**src/rtl/sr_drv_pkg.sv**
```systemverilog
// Shared definitions for the SR latch driver: FSM encoding, command polarity
// and the counter sizing helper.
package sr_drv_pkg;

    typedef enum logic [1:0] {
        IDLE  = 2'd0,
        PULSE = 2'd1,
        GAP   = 2'd2,
        CHECK = 2'd3
    } drv_state_e;

    localparam logic CMD_SET   = 1'b1;
    localparam logic CMD_RESET = 1'b0;

    // Largest of three phase lengths; sizes the shared phase counter.
    function automatic int max3(input int a, input int b, input int c);
        int m;
        m = a;
        if (b > m) m = b;
        if (c > m) m = c;
        return m;
    endfunction

endpackage

```
**src/rtl/sync2.sv**
```systemverilog
// Two-flop synchronizer for the asynchronous latch readback.
module sync2 (
    input  logic clk,
    input  logic reset,
    input  logic d,
    output logic q
);

    logic meta;

    // Two-stage capture; both stages clear to 0 on reset.
    always_ff @(posedge clk) begin
        if (reset) begin
            meta <= 1'b0;
            q    <= 1'b0;
        end else begin
            meta <= d;
            q    <= meta;
        end
    end

endmodule

```
**src/rtl/sr_latch_driver.sv**
```systemverilog
// Drives active-low set/reset pulses into a cross-coupled NAND SR latch and
// confirms each command by watching the synchronized latch output.
//
// state | meaning
// ------+--------------------------------------------------------------
// IDLE  | ready for a command, both latch inputs high
// PULSE | target line held low for PULSE_W cycles
// GAP   | both lines high for GAP_W cycles so the latch settles
// CHECK | compare synchronized Q with target, up to TIMEOUT cycles
module sr_latch_driver
    import sr_drv_pkg::*;
#(
    parameter int PULSE_W = 2,
    parameter int GAP_W   = 1,
    parameter int TIMEOUT = 8
) (
    input  logic clk,
    input  logic reset,
    input  logic cmd_valid,
    input  logic cmd_set,
    output logic cmd_ready,
    output logic sbar,
    output logic rbar,
    input  logic q_in,
    output logic done,
    output logic err,
    output logic state_q
);

    localparam int CNT_W = $clog2(max3(PULSE_W, GAP_W, TIMEOUT) + 1);

    drv_state_e       state;
    logic [CNT_W-1:0] cnt;
    logic             target;
    logic             q_sync;

    sync2 u_sync (
        .clk   (clk),
        .reset (reset),
        .d     (q_in),
        .q     (q_sync)
    );

    // Sequencer: the phase counter reloads on every state entry and counts
    // down to zero, so it never wraps. Outputs are updated one edge ahead of
    // the state they belong to, which keeps every output registered.
    always_ff @(posedge clk) begin
        if (reset) begin
            state     <= IDLE;
            cnt       <= '0;
            target    <= CMD_RESET;
            cmd_ready <= 1'b0;
            sbar      <= 1'b1;
            rbar      <= 1'b1;
            done      <= 1'b0;
            err       <= 1'b0;
            state_q   <= 1'b0;
        end else begin
            done <= 1'b0;
            err  <= 1'b0;
            case (state)
                IDLE: begin
                    sbar      <= 1'b1;
                    rbar      <= 1'b1;
                    cmd_ready <= 1'b1;
                    if (cmd_valid && cmd_ready) begin
                        target    <= cmd_set;
                        cmd_ready <= 1'b0;
                        cnt       <= CNT_W'(PULSE_W);
                        state     <= PULSE;
                    end
                end
                PULSE: begin
                    if (cnt != '0) begin
                        // Only the target line ever goes low, so the
                        // forbidden both-low input cannot occur.
                        if (target == CMD_SET) begin
                            sbar <= 1'b0;
                            rbar <= 1'b1;
                        end else begin
                            sbar <= 1'b1;
                            rbar <= 1'b0;
                        end
                        cnt <= cnt - CNT_W'(1);
                    end else begin
                        sbar  <= 1'b1;
                        rbar  <= 1'b1;
                        cnt   <= CNT_W'(GAP_W - 1);
                        state <= GAP;
                    end
                end
                GAP: begin
                    sbar <= 1'b1;
                    rbar <= 1'b1;
                    if (cnt == '0) begin
                        cnt   <= CNT_W'(TIMEOUT - 1);
                        state <= CHECK;
                    end else begin
                        cnt <= cnt - CNT_W'(1);
                    end
                end
                CHECK: begin
                    sbar <= 1'b1;
                    rbar <= 1'b1;
                    if (q_sync == target) begin
                        done      <= 1'b1;
                        state_q   <= target;
                        cmd_ready <= 1'b1;
                        state     <= IDLE;
                    end else if (cnt == '0) begin
                        err       <= 1'b1;
                        cmd_ready <= 1'b1;
                        state     <= IDLE;
                    end else begin
                        cnt <= cnt - CNT_W'(1);
                    end
                end
                default: begin
                    sbar      <= 1'b1;
                    rbar      <= 1'b1;
                    cmd_ready <= 1'b0;
                    state     <= IDLE;
                end
            endcase
        end
    end

endmodule

```
**config.mk**
```make
export PLATFORM = sky130hd
export DESIGN_NAME = sr_latch_driver
export DESIGN_NICKNAME = d
export VERILOG_FILES = /design/src/rtl/sr_drv_pkg.sv /design/src/rtl/sync2.sv /design/src/rtl/sr_latch_driver.sv
export SDC_FILE = /design/constraint.sdc
export NUM_CORES = 1
export LEC_CHECK = 0
export CAP_MARGIN = 30
export CORE_ASPECT_RATIO = 0.6
export CORE_UTILIZATION = 30
export DETAILED_ROUTE_END_ITERATION = 12
export PLACE_DENSITY = 0.6
export SLEW_MARGIN = 20
export SYNTH_ARGS = -nofsm -noshare
export SYNTH_HDL_FRONTEND = slang
export SYNTH_SLANG_ARGS = --single-unit
```
**constraint.sdc**
```tcl
create_clock -name clk -period 4.15 [get_ports clk]
set_input_delay 0.83 -clock clk [delete_from_list [all_inputs] [get_ports clk]]
set_output_delay 0.83 -clock clk [all_outputs]
set_load 0.01 [all_outputs]
```
* Yosys cells after proc, flatten, opt, wreduce, memory -nomap -nowiden *
Cells that the tools add are included.

operators by class
  muxes and demuxes = 24
  equal/unequal tests = 10
  reduce and logical (&&, ||, !) cells = 13
  bitwise operators = 1
  add/sub/neg operators = 1

operators with widths
  kind                                                                number
  4-bit 2-to-1 mux                                                    5
  4-bit case mux with 4 select lines                                  1
  2-bit 2-to-1 mux                                                    5
  2-bit != test, second input constant                                5
  1-bit 2-to-1 mux                                                    9
  2-bit case mux with 4 select lines                                  1
  1-bit case mux with 2 select lines                                  3
  2-bit AND reduction                                                 3
  3-bit OR reduction                                                  2
  2-bit == test, second input constant                                2
  4-bit logical NOT                                                   1
  4-bit AND reduction                                                 1
  4-bit nonzero test                                                  1
  4-bit by 1-bit subtractor with 4-bit output, second input constant  1
  3-bit != test, second input constant                                1
  3-bit AND reduction                                                 1
  2-bit by 1-bit == test with 1-bit output, second input constant     1
  2-bit logical NOT                                                   1
  2-bit nonzero test                                                  1
  2-bit OR reduction                                                  1
  1-bit == test                                                       1
  1-bit logical AND                                                   1
  1-bit inverter                                                      1

storage, ports and cells
  output and inout port bits = 6
  register bits after elaboration = 15
  input bits = 5
  word-level logic and storage cells = 60

* Logic depth before layout (Yosys ltp) *
Gate-level depths: netlist (run 1).

  word-level depth = 4
  depth in mapped cells = 6
  mapped depth without buffers = 6

* Modules after synthesis *
Synthesis (run 1) repeated with hierarchy kept, for this count alone.

unflattened totals
  cell total of the unflattened synthesis = 86
  area, all modules = 795.8 um2

by module, submodules not included
  module           instances  area an instance (um2)  cells an instance  sequential area each (um2)
  sr_latch_driver  1          743.2                   82                 260.2
  sync2            1          52.6                    4                  40.0

* Worst setup path before layout (run 1) *
No wires, ideal clock.

  path kind = input-to-reg
  from = input port reset
  to = register cnt[3]
  data arrival time = 1,726 ps
  stages on the path = 5
  path slack = 2,367 ps
  buffers on the path = 1
  library setup time = 57 ps
  data required time = 4,093 ps
  cell sequence = clkbuf_1 or2_2 a211oi_1 a21boi_1 a21o_1

RTL lines
  what                    line                   source
  start: declaration      sr_latch_driver.sv:18  input logic reset,
  end signal: assignment  sr_latch_driver.sv:69  cnt <= CNT_W'(PULSE_W);
  end signal: assignment  sr_latch_driver.sv:84  cnt <= cnt - CNT_W'(1);
  end signal: assignment  sr_latch_driver.sv:88  cnt <= CNT_W'(GAP_W - 1);
  end: declaration        sr_latch_driver.sv:33  logic [CNT_W-1:0] cnt;

==> results.cfg, run 1 <==
[sta]
min_period_ps = 2060
rsz0062_at_grt = false
max_freq_mhz = 486
slew_violations = 0
finalSetupViolations = 0
skew_ps = 1.11
whs_ps = 438
period_share_pct = 49.6
slew_headroom_pct = 73.2
tightest_slew_ps = 402
finalWorstSetupSlack_ps = 2090
hold_viol = 0
fin_setup_tns_ps = 0

[power]
combPwrFrac_pct = 45.0
p_sw_share_pct = 37.8
switchingPower_w = 0.000215
p_seq_share_pct = 33.6
p_clk_share_pct = 21.3
vdd.ir_drop.worst_mv = 0.329
p_int_w = 0.000353
leakage_nw = 0.393
power_density_mw_per_mm2 = 593

[final_layout]
area_growth_pct = 22.4
post-route-util_pct = 41.5
final_common_cell = dfxtp_1
fillers = 237
final_cell_mix = dfxtp_1 (15), clkdlybuf4s50_1 (10), nand2_1 (8)
fin_area_sq_um = 958
antenna_cells = 0
layout-drive-gt1-share_pct = 13.7
nets = 107

[clock_tree]
cts.repair.resized = 0
cts_inserted_buffers = 3
cts_tree = yes
path_clk_slew_ps = 60
cts_max_path_buffers = 2
cts_sinks = 15
htree_num_levels = 1
ctsHoldBuffers = 0
root_buffer = clkbuf_8
cts_setup_buffers = 0
insertion_delay_ps = 250

[floorplan]
core_sq_mm = 0.00231
io_pins = 11
die_h_um = 41.6
start_util_pct = 33.9
num_rows = 13
die_w_um = 68.0
die_area_sq_mm = 0.00283

[run_status]
status = finished, final reports clean

[placement]
pre_cts_slack_ps = 1840
gp_congestion = 0.883
postPlaceCellArea_sq_um = 912
dp_hpwl_um = 1200
io_buffers = 10

[drt]
drc = 0
wl_per_cell_um = 12.7
finalWirelength_um = 1590
ant_nets = 0
first_iter_violations = 35
drtPass1Iterations = 4
num_vias = 632
viasPerCell = 5.06

[worst_setup_path]
cp-start-kind = input port
crit_required_ps = 4350
cp_max_fo = 9
worstSetupPathType = input port to register
worstPathArrival_ps = 2260
r2r_slack_ps = 2370
end_kind = register

[flow_run]
cap_violations = 0

[grt]
overflow = 0
grt_antenna_before_repair = 0
grt_max_degree = 11
grt_pass1_vias = 573
grt_use_total_pct = 13.0
grt_pass1_wl_um = 2680

[yosys]
syn_nets = 94
synth_cell_type_count = 36
synth.top_cell.area_share_pct = 38.3
ys.flop_type = dfxtp_1
synthCells = 83
ys_warn_count = 0
ys_seq_area_share_pct = 38.3
yosys-top-cells-area = dfxtp_1 (38%), ha_1 (9.6%), nand2_1 (3.8%), inv_1 (3.4%), a32o_1 (2.6%)
synth_seq_cells = 15
syn-cell-area_sq_um = 783
synth_edf_count = 0
async_reset_ff_share_pct = 0
synth_area_leader_cell = dfxtp_1
syn_avg_cell_area_sq_um = 9.44

[hold_path]
hp-class = register to register
[layout make-up]
type | count | area (sq um) | share of cell area, %
clock inverters | 1 | 5.00 | 0.522
multi-input cells | 59 | 448 | 46.7
inverters | 7 | 26.3 | 2.74
clock buffers | 3 | 41.3 | 4.31
flip-flops and latches | 15 | 300 | 31.3
repair buffers | 10 | 100 | 10.4
well taps | 30 | 37.5 | 3.92
[metal layers]
metal / vias up / routed length, um / track usage [%]
met2: 18 / 594 / 15.9
li1: 324 / - / -
met4: 0 / 12 / 2.50
met1: 288 / 864 / 19.7
met3: 2 / 120 / 6.59
met5: - / 0 / 0
[through the flow]
step,power [W],cells
2_1_floorplan,0.000384,83
3_3_place_gp,0.000446,121
3_5_place_dp,0.000448,121
4_1_cts,0.000571,125
5_1_grt,0.000613,125
6_report,0.000568,125
[final timing paths]
kind	from	endpoint	depth (start not counted)
setup / recovery	reset	cnt[3]$_SDFFE_PP0P_	5
setup reg to reg	cnt[0]$_SDFFE_PP0P_	cnt[2]$_SDFFE_PP0P_	6
hold reg to reg	u_sync.meta$_SDFF_PP0_	u_sync.q$_SDFF_PP0_	1
hold / removal	u_sync.meta$_SDFF_PP0_	u_sync.q$_SDFF_PP0_	1
[power by group through the flow]
stage                     sequential, W  clock, W  combinational (W)
final                          0.000191  0.000121           0.000256
after global routing           0.000195  0.000133           0.000284
after CTS                      0.000191  0.000124           0.000255
after detailed placement       0.000194         0           0.000254
after global placement         0.000193         0           0.000253
after floorplan                0.000193         0           0.000192
[registers in the layout, indices dropped and copies added (netlist names)]
signal       cells
cnt              4
state            2
cmd_ready        1
done             1
err              1
rbar             1
sbar             1
state_q          1
target           1
u_sync.meta      1
u_sync.q         1
[critical path, cell delays in order]
cell and delay (ps):
clkdlybuf4s50_1 550, or2_2 360, a211oi_1 220, a21boi_1 200, a21o_1 90
[synthesized netlist by cell type, types with 2 or more instances]
cell,n
ha_1,6
a21o_1,2
mux2i_1,2
a21oi_1,3
nor2b_1,2
inv_1,7
or3_1,3
o21ai_0,3
a32o_1,2
dfxtp_1,15
a211oi_1,2
nand2_1,8
nor2_1,4
o211a_1,2
[cell families (layout without fill, tap and decap cells)]
logic type,Yosys count,after routing,synth area share [%]
AND/OR/NAND/NOR,29,29,22.0
buffers and inverters,9,21,4.47
adder cells (fa/ha/maj),6,6,9.58
flip-flops,15,15,38.3
XOR/XNOR,1,1,2.08
AO/OA/AOI/OAI,21,21,20.9
multiplexers,2,2,2.56
No activity file was read; power rests on OpenSTA's default activity.
==> run 2, diff against run 1 <==
--- a/config.mk
+++ b/config.mk
@@ -9,7 +9,7 @@
 export CORE_ASPECT_RATIO = 0.6
 export CORE_UTILIZATION = 30
 export DETAILED_ROUTE_END_ITERATION = 12
-export PLACE_DENSITY = 0.6
+export PLACE_DENSITY = 0.62
 export SLEW_MARGIN = 20
 export SYNTH_ARGS = -nofsm -noshare
 export SYNTH_HDL_FRONTEND = slang
==> constraint.sdc (replaced) <==
create_clock -name clk -period 1.7 [get_ports clk]
set_input_delay 0.34 -clock clk [delete_from_list [all_inputs] [get_ports clk]]
set_output_delay 0.34 -clock clk [all_outputs]
set_load 0.01 [all_outputs]
==> results.cfg, run 2 (synthesis gave the netlist of run 1 again) <==
[run_status]
status = finished, final reports clean

[placement]
dp_hpwl_um = 1390
io_buffers = 10
gp_congestion = 0.814
dp.cells = 130

[drt]
wl_per_cell_um = 14.0
drtPass1Iterations = 4
first_iter_violations = 35
drc = 0
num_vias = 685
finalWirelength_um = 1880
ant_nets = 0
viasPerCell = 5.11

[power]
vdd.ir_drop.worst_mv = 0.604
leakage_nw = 0.443
power_density_mw_per_mm2 = 1510

[worst_setup_path]
end_kind = register
worstSetupPathType = register to register
cp-start-kind = register
crit_required_ps = 1850
worstPathArrival_ps = 1810
cp_max_fo = 5

[hold_path]
hp-class = register to register

[clock_tree]
root_buffer = clkbuf_8
cts_setup_buffers = 0
cts_inserted_buffers = 3
htree_num_levels = 1
cts_sinks = 15
cts_max_path_buffers = 2
path_clk_slew_ps = 70
insertion_delay_ps = 260
cts_tree = yes

[grt]
grt_max_degree = 10
grt_pass1_vias = 602
grt_use_total_pct = 14.5
grt_antenna_before_repair = 0
overflow = 0
grt_pass1_wl_um = 2900

[floorplan]
core_sq_mm = 0.00231
die_w_um = 68.0
io_pins = 11
start_util_pct = 33.9
die_area_sq_mm = 0.00283
num_rows = 13
die_h_um = 41.6

[sta]
finalSetupViolations = 0
hold_viol = 0
rsz0062_at_grt = true
max_freq_mhz = 604
whs_ps = 454
period_share_pct = 97.5
tightest_slew_ps = 479
skew_ps = 4.15
slew_headroom_pct = 67.9
fin_setup_tns_ps = 0
slew_violations = 0
min_period_ps = 1660

[final_layout]
fin_cells = 134
layout-drive-gt1-share_pct = 25.0
top_regs = cnt: 4 flops, state: 2 flops
antenna_cells = 0
final_cell_mix = dfxtp_1 (14), clkdlybuf4s50_1 (10), buf_4 (9)
regMostFlops = cnt
nets = 116
largest_reg_flops = 4
final_common_cell = dfxtp_1
area_growth_pct = 35.1

[flow_run]
cap_violations = 0
## run 2: metal layers
layer	track usage [%]	up-vias	share of wire [%]
li1	-	338	-
met1	21.3	319	51
met2	17.3	24	41
met3	6.59	4	6.3
met4	6.25	0	1.8
met5	0	-	0
## run 2: critical path, stage by stage (launching register included)
cell      delay (ps)
dfxtp_2          340
inv_1             50
ha_1             150
buf_4            130
nor3b_2          340
a211oi_2          90
or3_1            330
o211a_1          130
## run 2: repair_timing
item,CTS,global route
hold buffers,0,0
gates resized for setup,0,6
endpoints found under the setup margin,0,7
## run 2: path summary, 6_finish.rpt
check	from	end	slack, ps	cells past startpoint
max	cnt[0]$_SDFFE_PP0P_	state[0]$_SDFFE_PP0P_	40	7
max reg2reg	cnt[0]$_SDFFE_PP0P_	state[0]$_SDFFE_PP0P_	40	7
min	u_sync.meta$_SDFF_PP0_	u_sync.q$_SDFF_PP0_	450	1
min reg2reg	u_sync.meta$_SDFF_PP0_	u_sync.q$_SDFF_PP0_	450	1
## run 2: report_power, final
part,internal [W],switching [W]
registers,0.000412,0.0000566
logic,0.000416,0.000411
clock network,0.000163,0.000140
total,0.000990,0.000607
## run 2: layout make-up
class / instances / area, sq um
repair buffers: 19 / 168
inverters: 7 / 26.3
clock buffers: 3 / 41.3
fillers: 232 / 1250
multi-input cells: 59 / 479
clock inverters: 1 / 5.00
well taps: 30 / 37.5
flip-flops and latches: 15 / 302
## run 2: per-stage QoR
step / instance area (sq um) / total power (W) / setup WS [ps] / util, %
after global placement: 980 / 0.00120 / 44.8 / 42.4
after CTS: 1030 / 0.00152 / 4.15 / 44.4
after global routing: 1060 / 0.00171 / -27.9 / 45.8
after detailed placement: 980 / 0.00121 / 23.1 / 42.4
after floorplan: 783 / 0.000938 / 94.6 / -
final: 1060 / 0.00160 / 43.0 / 45.8
